`src/rtl/wb_irq_router.sv`:
```
// Wishbone-slave interrupt router. Each source has programmable enable, polarity,
// level/edge mode and target line. The sources drive a registered 32-bit CPU irq vector.
module wb_irq_router #(
    parameter int NUM_SRC     = 8,
    parameter int SYNC_STAGES = 2,
    parameter int ROUTE_BASE  = 2
) (
    input  logic               wb_clk_i,
    input  logic               wb_rst_i,
    input  logic [7:0]         wb_adr_i,
    input  logic [31:0]        wb_dat_i,
    input  logic [3:0]         wb_sel_i,
    input  logic               wb_we_i,
    input  logic               wb_cyc_i,
    input  logic               wb_stb_i,
    output logic [31:0]        wb_dat_o,
    output logic               wb_ack_o,
    input  logic [NUM_SRC-1:0] src_i,
    output logic [31:0]        irq_o
);

    localparam logic [5:0] ADR_STATUS  = 6'h00;
    localparam logic [5:0] ADR_PENDING = 6'h01;
    localparam logic [5:0] ADR_ENABLE  = 6'h02;
    localparam logic [5:0] ADR_EDGE    = 6'h03;
    localparam logic [5:0] ADR_POL     = 6'h04;
    localparam logic [5:0] ADR_ROUTE   = 6'h10;

    logic               ack_q, ack_d;
    logic [31:0]        dat_q, dat_d;
    logic [5:0]         adr_q, adr_d;
    logic [31:0]        wdat_q, wdat_d;
    logic               we_q, we_d;
    logic [NUM_SRC-1:0] pending_q, pending_d;
    logic [NUM_SRC-1:0] enable_q, enable_d;
    logic [NUM_SRC-1:0] edge_mode_q, edge_mode_d;
    logic [NUM_SRC-1:0] pol_q, pol_d;
    logic [NUM_SRC-1:0] prev_s_q, prev_s_d;
    logic [4:0]         route_q [NUM_SRC];
    logic [4:0]         route_d [NUM_SRC];
    logic [31:0]        irq_q, irq_d;

    logic               req;
    logic               wr_commit;
    logic [31:0]        rd_data;
    logic [NUM_SRC-1:0] src_s;
    logic [NUM_SRC-1:0] s;
    logic [NUM_SRC-1:0] w1c;
    logic               unused_ok;

    assign unused_ok = ^{wb_sel_i, wb_adr_i[1:0], wdat_q};

    generate
        if (SYNC_STAGES == 0) begin : g_nosync
            assign src_s = src_i;
        end else begin : g_sync
            logic [NUM_SRC-1:0] sync_q [SYNC_STAGES];
            logic [NUM_SRC-1:0] sync_d [SYNC_STAGES];

            always_comb begin
                sync_d[0] = src_i;
                for (int j = 1; j < SYNC_STAGES; j++) begin
                    sync_d[j] = sync_q[j-1];
                end
            end

            always_ff @(posedge wb_clk_i) begin
                if (wb_rst_i) begin
                    for (int j = 0; j < SYNC_STAGES; j++) begin
                        sync_q[j] <= '0;
                    end
                end else begin
                    sync_q <= sync_d;
                end
            end

            assign src_s = sync_q[SYNC_STAGES-1];
        end
    endgenerate

    // Handshake: a request is cyc&stb while ack is low. It is acked one cycle later, for one cycle.
    // Read data is captured at the request edge. Writes commit at the edge that ends the ack cycle.
    assign req       = wb_cyc_i & wb_stb_i & ~ack_q;
    assign wr_commit = ack_q & we_q;

    always_comb begin
        rd_data = '0;
        case (wb_adr_i[7:2])
            ADR_STATUS:  rd_data = 32'(pending_q & enable_q);
            ADR_PENDING: rd_data = 32'(pending_q);
            ADR_ENABLE:  rd_data = 32'(enable_q);
            ADR_EDGE:    rd_data = 32'(edge_mode_q);
            ADR_POL:     rd_data = 32'(pol_q);
            default:     rd_data = '0;
        endcase
        for (int i = 0; i < NUM_SRC; i++) begin
            if (wb_adr_i[7:2] == ADR_ROUTE + 6'(i)) begin
                rd_data = {27'd0, route_q[i]};
            end
        end
    end

    always_comb begin
        ack_d  = req;
        dat_d  = req ? rd_data : '0;
        adr_d  = req ? wb_adr_i[7:2] : adr_q;
        wdat_d = req ? wb_dat_i : wdat_q;
        we_d   = req ? wb_we_i : we_q;
    end

    always_comb begin
        enable_d    = enable_q;
        edge_mode_d = edge_mode_q;
        pol_d       = pol_q;
        route_d     = route_q;
        w1c         = '0;
        if (wr_commit) begin
            case (adr_q)
                ADR_PENDING: w1c         = wdat_q[NUM_SRC-1:0];
                ADR_ENABLE:  enable_d    = wdat_q[NUM_SRC-1:0];
                ADR_EDGE:    edge_mode_d = wdat_q[NUM_SRC-1:0];
                ADR_POL:     pol_d       = wdat_q[NUM_SRC-1:0];
                default:     w1c         = '0;
            endcase
            for (int i = 0; i < NUM_SRC; i++) begin
                if (adr_q == ADR_ROUTE + 6'(i)) begin
                    route_d[i] = wdat_q[4:0];
                end
            end
        end
    end

    // A newly detected edge wins over a simultaneous W1C. Flipping a source's mode discards its pending bit.
    always_comb begin
        s         = src_s ^ pol_q;
        prev_s_d  = s;
        pending_d = (edge_mode_q & ((s & ~prev_s_q) | (pending_q & ~w1c)))
                  | (~edge_mode_q & s);
        pending_d = pending_d & ~(edge_mode_d ^ edge_mode_q);
    end

    always_comb begin
        irq_d = '0;
        for (int i = 0; i < NUM_SRC; i++) begin
            if (pending_q[i] && enable_q[i]) begin
                irq_d[route_q[i]] = 1'b1;
            end
        end
    end

    always_ff @(posedge wb_clk_i) begin
        if (wb_rst_i) begin
            ack_q       <= 1'b0;
            dat_q       <= '0;
            adr_q       <= '0;
            wdat_q      <= '0;
            we_q        <= 1'b0;
            pending_q   <= '0;
            enable_q    <= '0;
            edge_mode_q <= '0;
            pol_q       <= '0;
            prev_s_q    <= '0;
            irq_q       <= '0;
            for (int i = 0; i < NUM_SRC; i++) begin
                route_q[i] <= 5'((ROUTE_BASE + i) % 32);
            end
        end else begin
            ack_q       <= ack_d;
            dat_q       <= dat_d;
            adr_q       <= adr_d;
            wdat_q      <= wdat_d;
            we_q        <= we_d;
            pending_q   <= pending_d;
            enable_q    <= enable_d;
            edge_mode_q <= edge_mode_d;
            pol_q       <= pol_d;
            prev_s_q    <= prev_s_d;
            irq_q       <= irq_d;
            route_q     <= route_d;
        end
    end

    assign wb_ack_o = ack_q;
    assign wb_dat_o = dat_q;
    assign irq_o    = irq_q;

endmodule

```
`config.mk`:
```
export PLATFORM = sky130hd
export DESIGN_NAME = wb_irq_router
export DESIGN_NICKNAME = d
export VERILOG_FILES = /design/src/rtl/wb_irq_router.sv
export SDC_FILE = /design/constraint.sdc
export NUM_CORES = 1
export LEC_CHECK = 0
export BUFFER_PORTS_ARGS = -buffer_cell sky130_fd_sc_hd__buf_4
export CELL_PAD_IN_SITES_DETAIL_PLACEMENT = 1
export CELL_PAD_IN_SITES_GLOBAL_PLACEMENT = 1
export CORE_UTILIZATION = 40
export DETAILED_ROUTE_END_ITERATION = 7
export GPL_TIMING_DRIVEN = 0
export PLACE_DENSITY_LB_ADDON = 0.1
export SYNTH_ARGS = -nofsm -noshare
export SYNTH_HDL_FRONTEND = slang
export SYNTH_SLANG_ARGS = --single-unit
```
`constraint.sdc`:
```
create_clock -name wb_clk_i -period 4.88 [get_ports wb_clk_i]
set_clock_uncertainty 0.15 [all_clocks]
set_input_delay 1.464 -clock wb_clk_i [delete_from_list [all_inputs] [get_ports wb_clk_i]]
set_output_delay 1.464 -clock wb_clk_i [all_outputs]
set_load 0.05 [all_outputs]
```
After elaboration in Yosys (flattened, before gate mapping)
Cells that the tools add are included.

Eq/ne operators: 24. Magnitude comparators: 16. Bitwise gates (word level): 26. Reduce and logical (&&, ||, !) cells: 29. Multiplexer cells: 37.

Operator list (count): 32-bit two-way mux (8); 32-bit OR (7); 6-bit by 5-bit == test with 1-bit output (second input constant) (16); 8-bit AND (6); 5-bit by 6-bit less-than comparator with 1-bit output (second input constant) (8); 1-bit demux with 5-bit select (8); 5-bit by 1-bit greater-or-equal comparator with 1-bit output (second input constant) (8); 5-bit two-way mux (8); 8-bit one-hot mux with 5 select lines (1); 8-bit two-way mux (4); 8-bit inverter (4); 6-bit by 2-bit == test with 1-bit output (second input constant) (4); 2-bit AND reduction (10); 1-bit logical AND (16); 8-bit OR (2); 8-bit XOR (2); 6-bit by 1-bit == test with 1-bit output (second input constant) (2); 6-bit by 3-bit == test with 1-bit output (second input constant) (2); 10-bit OR reduction (1); 1-bit two-way mux (8); 6-bit zero test (1); 1-bit AND (3); 1-bit inverter (2); 2-bit OR reduction (1).

Bits in registers: 152. Output and inout bits: 65. Word-level logic and storage cells: 154.

Depth between registers and ports, before layout
Gate-level depths: netlist (run 1).

Depth in word-level cells: 19. Mapped depth: 8. Mapped depth without buffers: 5.

Least setup slack after synthesis (run 1)
OpenSTA, ideal clock, no wires.

Path type: input to register. Start: input wb_adr_i[4]. End: register dat_q[0] (netlist: wb_dat_o[0]). Stages on the path: 7. Slack: 1.825 ns. Path buffers: 2. Data arrival time: 2.835 ns. Path through: clkbuf_1 > or4_1 > clkbuf_1 > nor2_1 > a2bb2oi_1 > a21o_1 > a21oi_1.

Longest elaborated chain between the ends: 10. Elaborated cells between the ends (all ways): 22. Classes of those cells: eq/ne: 12; mux: 9; reduce/logical: 1.

Ends and longest elaborated chain: start, declared (RTL line 10) `input logic [7:0] wb_adr_i,`; 6-bit by 3-bit == test with 1-bit output, or another cell as far along (RTL line 88) `case (wb_adr_i[7:2])`; 8-bit one-hot mux with 5 select lines (RTL line 88); 5-bit two-way mux (7 in a row) (RTL line 97) `if (wb_adr_i[7:2] == ADR_ROUTE + 6'(i)) begin`; 5-bit two-way mux * (RTL line 97); end signal, assigned (RTL line 169) `dat_q <= dat_d;`; end, declared (RTL line 30) `logic [31:0] dat_q, dat_d;`.

Mark *: on every way between the ends. The rest lies on a longest branch, timed or not. A chain may end at the register's enable or synchronous reset.

Worst setup path after layout (run 1)
Start: input wb_adr_i[2]. End: register dat_q[4] (netlist: wb_dat_o[4]).

The elaborated chain is that of the path after synthesis.

==> flow_metrics.env, run 1 <==
export IMPL_switchingPower_uw=798
export IMPL_synthTopCellsByArea="dfxtp_1 38%, o22ai_1 11%, nor2_1 5.7%"
export IMPL_row_count=51
export IMPL_cts_max_path_buffers=2
export IMPL_worstPathArrival_ns=3.61
export IMPL_min_period_ns=3.45
export IMPL_setup_viol=0
export IMPL_synth_edf_count=0
export IMPL_cp_required_ns=5.04
export IMPL_gp_congestion=0.961
export IMPL_clkSlewWorstSetupHoldPaths_ns=0.07
export IMPL_grt_usage_pct=33.4
export IMPL_grt_pass1_vias=8395
export IMPL_antennaDiodeCount=0
export IMPL_period_share_pct=70.7
export IMPL_finalPower_uw=2800
export IMPL_leakage_uw=0.00316
export IMPL_vias=8659
export IMPL_async_flop_share_pct=0
export IMPL_cts_root_buf="clkbuf_16"
export IMPL_htree_levels=4
export IMPL_pin_count=122
export IMPL_hpwlAfterDp_um=23800
export IMPL_syn_area_um2=7960
export IMPL_peakVddDrop_mv=0.245
export IMPL_start_util_pct=40.9
export IMPL_violations="design-rule violations"
export IMPL_status="finished, violations left"
export IMPL_synth_cells=1009
export IMPL_cts_tree="done"
export IMPL_path_class="primary input to flop"
export IMPL_wire_per_inst_um=24.1
export IMPL_grt_pass1_wl_um=50100
export IMPL_hold_path_class="flop to flop"
export IMPL_synth_top_area_cell="dfxtp_1"
export IMPL_area_growth_pct=18.7
export IMPL_coreArea_um2=19500
export IMPL_p_per_area_nw_per_um2=296
export IMPL_drive_gt1_share_pct=13.5
export IMPL_seqPwrFrac_pct=45.3
export IMPL_clockPowerShare_pct=47.3
export IMPL_via_per_inst=6.21
export IMPL_avgSynthCellArea_um2=7.89
export IMPL_seq_area_frac_synth_pct=38.2
export IMPL_grt_max_degree=18
export IMPL_fmax_mhz=290
export IMPL_die_w_um=143
export IMPL_drc=1
export IMPL_antenna_found_initial=0
export IMPL_cp_max_fo=10
export IMPL_fin_nets=1173
export IMPL_layout_common_cells="152 x dfxtp_1, 134 x o22ai_1, 121 x nor2_1"
export IMPL_relSlewSlack_pct=18.6
export IMPL_synth_top_flop_cell="dfxtp_1"
export IMPL_drtIter0Drc=914
export IMPL_reg2reg_depth=5
export IMPL_portBuffers=65
export IMPL_worst_slew_pin_slew_ns=1.21
export IMPL_cts_sinks=152
export IMPL_yosys_warnings=0
export IMPL_hold_buffers=0
export IMPL_p_sw_share_pct=28.5
export IMPL_yosysTopAreaCellShare_pct=38.2
export IMPL_r2r_setup_slack_ns=2.30
export IMPL_maxCapViolCount=0
export IMPL_finalSetupTns_ns=0
export IMPL_rsz0062_at_grt="no"
export IMPL_dieArea_um2=20500
export IMPL_hold_viol=0
export IMPL_drt_first_pass_iters=8
export IMPL_insertion_delay_ns=0.44
export IMPL_numCtsBuffers=17
export IMPL_reg2reg_from="adr_q[0]"
export IMPL_ys_ff_latch=152
export IMPL_mostFrequentLayoutCell="dfxtp_1"
export IMPL_cp_end_kind="flop"
export IMPL_routed_wirelength_um=33600
export IMPL_cts_setup_buffers=0
export IMPL_worst_setup_path_start_kind="primary input"
export IMPL_slew_violations=0
export IMPL_grt_overflow=0
export IMPL_pwr_share_comb_pct=7.3
export IMPL_critPathLaunch="wb_adr_i[2]"
export IMPL_ys_types=53
export IMPL_die_h_um=143
export IMPL_cts_resized=0
export IMPL_crit_end="wb_dat_o[4]"
export IMPL_p_int_uw=2000
export IMPL_antenna_left=0
export IMPL_r2r_end="pending_q[3]"
==> how the worst min path moves through the flow <==
stage | depth (start not counted) | start | slack, ns | to
after floorplan | 1 | g_sync.sync_d[0] | 0.26 | src_s[0]
after global placement | 1 | g_sync.sync_d[7] | 0.27 | src_s[7]
after detailed placement | 1 | g_sync.sync_d[5] | 0.28 | src_s[5]
after CTS | 1 | g_sync.sync_d[2] | 0.29 | src_s[2]
after global routing | 1 | g_sync.sync_d[5] | 0.31 | src_s[5]
final | 1 | g_sync.sync_d[5] | 0.29 | src_s[5]
==> flip-flops by register name (all words and copies together), names as in the netlist, 6 cells and up <==
register and flops:
adr_q 6, irq_o 32, src_s 8, pol_q 8, enable_q 8, g_sync.sync_d 8
wb_dat_o 8, wdat_q 8, edge_mode_q 8, prev_s_q 8, route_q 40, pending_q 8
==> cell usage after synthesis (all sizes together) (3+ instances only) <==
library cell  number
buf               35
nand4             11
a32oi              3
clkbuf            76
o21ai             21
mux2i             41
nor2             124
or3b              16
inv               10
a211oi             5
nor3b              6
a211o             14
a21oi             71
nor3              12
dfxtp            152
or3               24
nand3              9
nand2             96
nand4b            15
o22ai            134
nor4              43
nor2b             25
nand3b            26
a221oi             4
xnor2              8
==> layer usage <==
layer	vias to the layer above	wire length (um)	GRT usage, %
li1	3905	-	-
met1	4159	13700	40.8
met2	481	15500	55.0
met3	114	2570	6.61
met4	0	1800	18.6
met5	-	0	0
==> power groups by stage <==
stage,registers [uW],logic (uW),clock network [uW]
after global routing,1270,219,1390
after floorplan,1290,137,0
after global placement,1300,201,0
final,1270,205,1320
after detailed placement,1300,202,0
after CTS,1270,203,1340
==> layout make-up <==
| type | instances | area, um^2 |
|---|---|---|
| clock inverter | 15 | 158 |
| sequential | 152 | 3040 |
| timing repair buffer | 65 | 488 |
| clock buffer | 17 | 425 |
| multi-input combinational | 759 | 4450 |
| buffer | 111 | 522 |
| tap | 265 | 332 |
| fill | 2398 | 10000 |
| inverter | 10 | 37.5 |
==> logic make-up (layout without fill, tap and decap cells) <==
logic type	count (synthesis)	after routing	synth area share (%)
DFF	152	152	38.2
AOI/OAI and AO/OA	271	271	21.1
other	1	24	0.0471
xor gates and xnor gates	8	8	0.880
and+or+nand+nor	414	414	27.5
buffers and inverters	121	218	7.02
muxes	42	42	5.29
==> critical path, cell delays in order <==
cell and delay [ns]:
clkbuf_1 0.35, clkbuf_1 0.50, clkbuf_1 0.51, o21ai_0 0.19, a21oi_1 0.16, o21ai_0 0.11
o22ai_1 0.32
==> through the flow <==
stage | utilization, % | worst slack (ns) | hold slack [ns] | instance area, um^2 | instances
after detailed placement | 45.6 | 1.09 | 0.276 | 8870 | 1362
after global placement | 45.6 | 1.17 | 0.267 | 8870 | 1362
after CTS | 48.6 | 1.54 | 0.292 | 9450 | 1394
after global routing | 48.6 | 1.34 | 0.309 | 9450 | 1394
after floorplan | - | 1.83 | 0.264 | 8050 | 1032
final | 48.6 | 1.43 | 0.288 | 9450 | 1394
Note: power is estimated with default switching activity, not from simulation.
==> inputs of run 2 (changes only) <==
--- a/config.mk
+++ b/config.mk
@@ -8,7 +8,7 @@
 export BUFFER_PORTS_ARGS = -buffer_cell sky130_fd_sc_hd__buf_4
 export CELL_PAD_IN_SITES_DETAIL_PLACEMENT = 1
 export CELL_PAD_IN_SITES_GLOBAL_PLACEMENT = 1
-export CORE_UTILIZATION = 40
+export CORE_UTILIZATION = 38
 export DETAILED_ROUTE_END_ITERATION = 7
 export GPL_TIMING_DRIVEN = 0
 export PLACE_DENSITY_LB_ADDON = 0.1
==> constraint.sdc (replaced) <==
create_clock -name wb_clk_i -period 2.93 [get_ports wb_clk_i]
set_clock_uncertainty 0.15 [all_clocks]
set_input_delay 0.879 -clock wb_clk_i [delete_from_list [all_inputs] [get_ports wb_clk_i]]
set_output_delay 0.879 -clock wb_clk_i [all_outputs]
set_load 0.05 [all_outputs]
==> run 2 against run 1 <==
The run now ends clean. First-iteration DRC count down 11%. Global-route usage decreased by 2.0 points. Sequential power grew 66%. Largest cell class unchanged. Count of clock-buffer cells in the layout is 2 higher. Clock power up 70%. Combinational power up 65%.
==> flow_metrics.env, run 2 (synthesis results as in run 1) <==
export IMPL_drc=0
export IMPL_cts_max_path_buffers=2
export IMPL_cp_end_kind="flop"
export IMPL_finalPower_uw=4700
export IMPL_stdcell_count=1399
export IMPL_largest_reg_flops=40
export IMPL_routed_wirelength_um=33900
export IMPL_drtIter0Drc=812
export IMPL_maxCapViolCount=0
export IMPL_htree_levels=4
export IMPL_regArea_um2=3040
export IMPL_layout_common_cells="152 x dfxtp_1, 134 x o22ai_1, 121 x nor2_1"
export IMPL_clkSlewWorstSetupHoldPaths_ns=0.07
export IMPL_min_period_ns=2.79
export IMPL_wire_per_inst_um=24.2
export IMPL_pre_cts_slack_ns=-0.254
export IMPL_die_w_um=147
export IMPL_hpwlAfterDp_um=24200
export IMPL_setup_viol=0
export IMPL_worstPathArrival_ns=2.97
export IMPL_placed_area_um2=8880
export IMPL_coreArea_um2=20400
export IMPL_cp_max_fo=8
export IMPL_antenna_found_initial=0
export IMPL_pin_count=122
export IMPL_cts_root_buf="clkbuf_16"
export IMPL_antennaDiodeCount=0
export IMPL_grt_overflow=0
export IMPL_fin_nets=1173
export IMPL_numPlacedInstances=1367
export IMPL_fin_area_um2=9460
export IMPL_p_per_area_nw_per_um2=497
export IMPL_rsz0062_at_grt="no"
export IMPL_row_count=52
export IMPL_gp_congestion=0.957
export IMPL_grt_pass1_wl_um=50700
export IMPL_worst_slew_pin_slew_ns=1.33
export IMPL_grt_usage_pct=31.4
export IMPL_dieArea_um2=21500
export IMPL_leakage_uw=0.00317
export IMPL_hold_buffers=0
export IMPL_antenna_left=0
export IMPL_drive_gt1_share_pct=13.5
export IMPL_reg2reg_depth=5
export IMPL_r2r_end="pending_q[4]"
export IMPL_grt_pass1_vias=8379
export IMPL_cts_sinks=152
export IMPL_path_class="flop to flop"
export IMPL_start_util_pct=39.1
export IMPL_fillers=2538
export IMPL_drt_first_pass_iters=7
export IMPL_min_to="src_s[6]"
export IMPL_worst_setup_path_start_kind="flop"
export IMPL_cts_resized=0
export IMPL_hold_viol=0
export IMPL_mostFrequentLayoutCell="dfxtp_1"
export IMPL_numCtsBuffers=17
export IMPL_via_per_inst=6.22
export IMPL_layout_setup_ws_ns=0.136
export IMPL_cts_setup_buffers=0
export IMPL_hold_path_class="flop to flop"
export IMPL_peakVddDrop_mv=0.396
export IMPL_die_h_um=147
export IMPL_hold_depth=1
export IMPL_status="complete, no violations"
export IMPL_grt_max_degree=17
export IMPL_multi_input_comb_area_um2=4450
export IMPL_r2r_setup_slack_ns=0.14
export IMPL_cp_required_ns=3.10
export IMPL_top_register="route_q"
export IMPL_relSlewSlack_pct=10.5
export IMPL_fmax_mhz=358
export IMPL_area_growth_pct=18.8
export IMPL_finalSetupTns_ns=0
export IMPL_period_share_pct=95.4
export IMPL_vias=8700
export IMPL_reg2reg_from="adr_q[0]"
export IMPL_insertion_delay_ns=0.44
export IMPL_slew_violations=0
export IMPL_min_from="g_sync.sync_d[6]"
export IMPL_portBuffers=65
export IMPL_cts_tree="done"
## run 2: changes by cell type in the layout (fill, tap and decap cells not counted)
cell        before  now
clkinvlp_4       3    1
clkinv_8         2    0
bufinv_16        0    1
inv_6            2    6
inv_8            6    2
clkinv_4         2    1
clkbuf_8         0    2
clkinv_2         0    2
## run 2: power breakdown
part	switching (uW)	leakage [uW]	internal, uW
registers	21.0	0.00123	2090
logic	240	0.00165	99.2
clock network	1010	0.000289	1240
## run 2: critical path, cell delays in order, from the launching register on
cell      delay [ns]
dfxtp_1         0.49
nand4b_1        0.41
nor3_1          1.18
a211oi_1        0.22
a21oi_1         0.17
a21oi_1         0.06
## run 2: worst max-delay path by stage
stage          slack, ns      endpoint         from
6_report            0.14  pending_q[4]     adr_q[0]
5_1_grt             0.03  pending_q[0]     adr_q[0]
4_1_cts             0.13  pending_q[4]     adr_q[0]
3_5_place_dp       -0.25   wb_dat_o[2]  wb_adr_i[2]
3_3_place_gp       -0.26   wb_dat_o[2]  wb_adr_i[2]
2_1_floorplan       0.46   wb_dat_o[0]  wb_adr_i[4]
## run 2: area by class of cell
| cell class | count | share of cell area, % |
|---|---|---|
| clock inverter | 13 | 1.39 |
| clock buffer | 19 | 4.79 |
| inverter | 10 | 0.397 |
| timing repair buffer | 65 | 5.16 |
| multi-input combinational | 759 | 47.0 |
| buffer | 111 | 5.52 |
| sequential | 152 | 32.2 |
| tap | 270 | 3.57 |
## run 2: metrics by stage
stage	hold slack, ns	utilization, %
floorplan	0.264	-
global placement	0.270	43.6
detailed placement	0.275	43.6
CTS	0.292	46.5
global route	0.300	46.5
finish	0.289	46.5
## run 2: routing by layer
metal	track usage, %	part of all wire, %	vias up	routed length, um
li1	-	-	3886	-
met1	38.1	39	4154	13300
met2	52.1	47	513	15900
met3	6.02	8.6	147	2920
met4	17.3	5.3	0	1790
met5	0	0	-	0
==> inputs of run 3 (changes only) <==
--- a/config.mk
+++ b/config.mk
@@ -5,10 +5,11 @@
 export SDC_FILE = /design/constraint.sdc
 export NUM_CORES = 1
 export LEC_CHECK = 0
+export ABC_AREA = 1
 export BUFFER_PORTS_ARGS = -buffer_cell sky130_fd_sc_hd__buf_4
 export CELL_PAD_IN_SITES_DETAIL_PLACEMENT = 1
 export CELL_PAD_IN_SITES_GLOBAL_PLACEMENT = 1
-export CORE_UTILIZATION = 38
+export CORE_UTILIZATION = 37
 export DETAILED_ROUTE_END_ITERATION = 7
 export GPL_TIMING_DRIVEN = 0
 export PLACE_DENSITY_LB_ADDON = 0.1
==> run 3 against run 2 <==
The flow now finishes with violations (design-rule violations). Critical path depth is 1 higher. Sequential cell count stayed put. Sequential share of layout area is 0.54 points lower. Sequential power hardly changed. Setup slack worse by 0.040 ns. Synthesized cell count is 15% higher. Count of clock-buffer cells in the layout is 2 lower. Register-to-register slack worse by 0.04 ns. Combinational power is 4% lower. Synthesized area is 1.1% higher. Critical path type unchanged.
==> flow_metrics.env, run 3 <==
export IMPL_cp_end_kind="flop"
export IMPL_leakage_uw=0.00378
export IMPL_rsz0062_at_grt="no"
export IMPL_setup_viol=0
export IMPL_fmax_mhz=353
export IMPL_drt_first_pass_iters=8
export IMPL_hold_path_class="flop to flop"
export IMPL_synth_top_area_cell="dfxtp_1"
export IMPL_cp_depth=6
export IMPL_finalSetupTns_ns=0
export IMPL_grt_pass1_vias=8970
export IMPL_cts_resized=0
export IMPL_dieArea_um2=22400
export IMPL_die_w_um=150
export IMPL_htree_levels=4
export IMPL_grt_pass1_wl_um=56700
export IMPL_top_register="route_q"
export IMPL_largest_reg_flops=40
export IMPL_cpLargestDelayFamily="simple AND/OR/NAND/NOR gates"
export IMPL_avgSynthCellArea_um2=6.96
export IMPL_syn_area_um2=8050
export IMPL_yosys_top_cells_count="166 x inv_1, 157 x nor2_1, 152 x dfxtp_1, 143 x nand2_1, 103 x a21oi_1"
export IMPL_fin_area_um2=9620
export IMPL_slew_violations=0
export IMPL_cts_root_buf="clkbuf_16"
export IMPL_coreArea_um2=21200
export IMPL_layout_setup_ws_ns=0.0958
export IMPL_vias=9164
export IMPL_maxCapViolCount=0
export IMPL_layout_common_cells="166 x inv_1, 157 x nor2_1, 152 x dfxtp_1"
export IMPL_pin_count=122
export IMPL_worst_setup_path_start_kind="flop"
export IMPL_cp_max_fo=5
export IMPL_die_h_um=150
export IMPL_cts_setup_buffers=0
export IMPL_drc=1
export IMPL_drtIter0Drc=774
export IMPL_synth_top_flop_cell="dfxtp_1"
export IMPL_grt_usage_pct=35.2
export IMPL_worst_path_buf_inv=1
export IMPL_grt_overflow=0
export IMPL_ys_ff_latch=152
export IMPL_drive_gt1_share_pct=13.4
export IMPL_violations="design-rule violations"
export IMPL_cpMaxStageDelayCell="nor3_1"
export IMPL_worstPathArrival_ns=3.03
export IMPL_hold_buffers=0
export IMPL_insertion_delay_ns=0.44
export IMPL_p_per_area_nw_per_um2=506
export IMPL_multi_input_comb_area_um2=4160
export IMPL_mostFrequentLayoutCell="inv_1"
export IMPL_row_count=53
export IMPL_worst_slew_pin_slew_ns=1.38
export IMPL_hpwlAfterDp_um=29300
export IMPL_cp_cell_sequence="nand2_1 -> nor3_1 -> inv_1 -> o22ai_1 -> a2111oi_0 -> a21oi_1"
export IMPL_min_period_ns=2.83
export IMPL_clkSlewWorstSetupHoldPaths_ns=0.07
export IMPL_synth_cells=1157
export IMPL_synth_edf_count=0
export IMPL_numCtsBuffers=17
export IMPL_yosys_warnings=0
export IMPL_start_util_pct=38.1
export IMPL_antennaDiodeCount=0
export IMPL_hold_depth=2
export IMPL_cts_max_path_buffers=2
export IMPL_via_per_inst=5.89
export IMPL_period_share_pct=96.7
export IMPL_async_flop_share_pct=0
export IMPL_area_growth_pct=19.5
export IMPL_reg2reg_depth=6
export IMPL_hold_viol=0
export IMPL_yosysTopAreaCellShare_pct=37.8
export IMPL_ys_types=51
export IMPL_path_class="flop to flop"
export IMPL_cts_sinks=152
export IMPL_relSlewSlack_pct=7.51
export IMPL_cts_tree="done"
export IMPL_pre_cts_slack_ns=0.0641
export IMPL_seq_area_frac_synth_pct=37.8
export IMPL_fillers=2718
export IMPL_status="finished, violations left"
export IMPL_placed_area_um2=8990
export IMPL_synthTopCellsByArea="dfxtp_1 38%, inv_1 7.7%, nor2_1 7.3%"
export IMPL_gp_congestion=1.00
export IMPL_wire_per_inst_um=24.8
export IMPL_regArea_um2=3040
export IMPL_fin_util_pct=45.5
export IMPL_antenna_found_initial=0
export IMPL_crit_path_max_incr_delay_ns=1.06
export IMPL_antenna_left=0
export IMPL_portBuffers=67
export IMPL_routed_wirelength_um=38500
export IMPL_yosysMostFrequentCell="inv_1"
export IMPL_grt_max_degree=18
export IMPL_peakVddDrop_mv=0.371
export IMPL_cp_required_ns=3.13
export IMPL_fin_nets=1324
## run 3: path summary, 6_finish.rpt
kind | start | to | slack (ns)
setup / recovery | pending_q[0] | irq_o[1] | 0.1
hold / removal | g_sync.sync_d[6] | src_s[6] | 0.25
setup reg to reg | pending_q[0] | irq_o[1] | 0.1
hold reg to reg | g_sync.sync_d[6] | src_s[6] | 0.25
## run 3: cell families after synthesis
| logic type | share of synthesized area, % |
|---|---|
| XOR/XNOR | 0.979 |
| AO/OA/AOI/OAI | 24.9 |
| buffers and inverters | 11.7 |
| flip-flops | 37.8 |
| other | 0.0466 |
| AND/OR/NAND/NOR | 24.6 |
## run 3: power breakdown
| part | switching [uW] | leakage, uW | internal (uW) |
|---|---|---|---|
| combinational | 238 | 0.00224 | 88.5 |
| sequential | 32.6 | 0.00123 | 2090 |
| clock | 1100 | 0.000306 | 1320 |
| total | 1370 | 0.00378 | 3500 |
## run 3: area by class of cell
class / count / share of cell area (%)
Multi-Input combinational cell: 803 / 43.2
Sequential cell: 152 / 31.6
Inverter: 174 / 6.79
Timing Repair Buffer: 68 / 5.28
Clock buffer: 17 / 4.42
Tap cell: 275 / 3.58
Buffer: 51 / 3.03
Clock inverter: 15 / 2.11
## run 3: per-stage QoR
step                      power [uW]  cells  hold WS, ns
after floorplan                 2370   1180        0.238
after global placement          2490   1522        0.242
after detailed placement        2500   1523        0.249
after CTS                       4870   1555        0.256
after global routing            5000   1555        0.269
final                           4870   1555        0.254
## run 3: worst register-to-register path, cell delays in order (launching register included)
cell and delay (ns):
dfxtp_1 0.39, nand2_1 0.13, nor3_1 1.06, inv_1 0.43
o22ai_1 0.25, a2111oi_0 0.12, a21oi_1 0.23
## run 3: metal layers
| metal | GRT usage (%) | up-vias | wire, um |
|---|---|---|---|
| met5 | 0 | - | 0 |
| met2 | 58.3 | 422 | 18000 |
| li1 | - | 4135 | - |
| met3 | 4.45 | 122 | 2400 |
| met4 | 22.0 | 0 | 2490 |
| met1 | 43.2 | 4485 | 15600 |
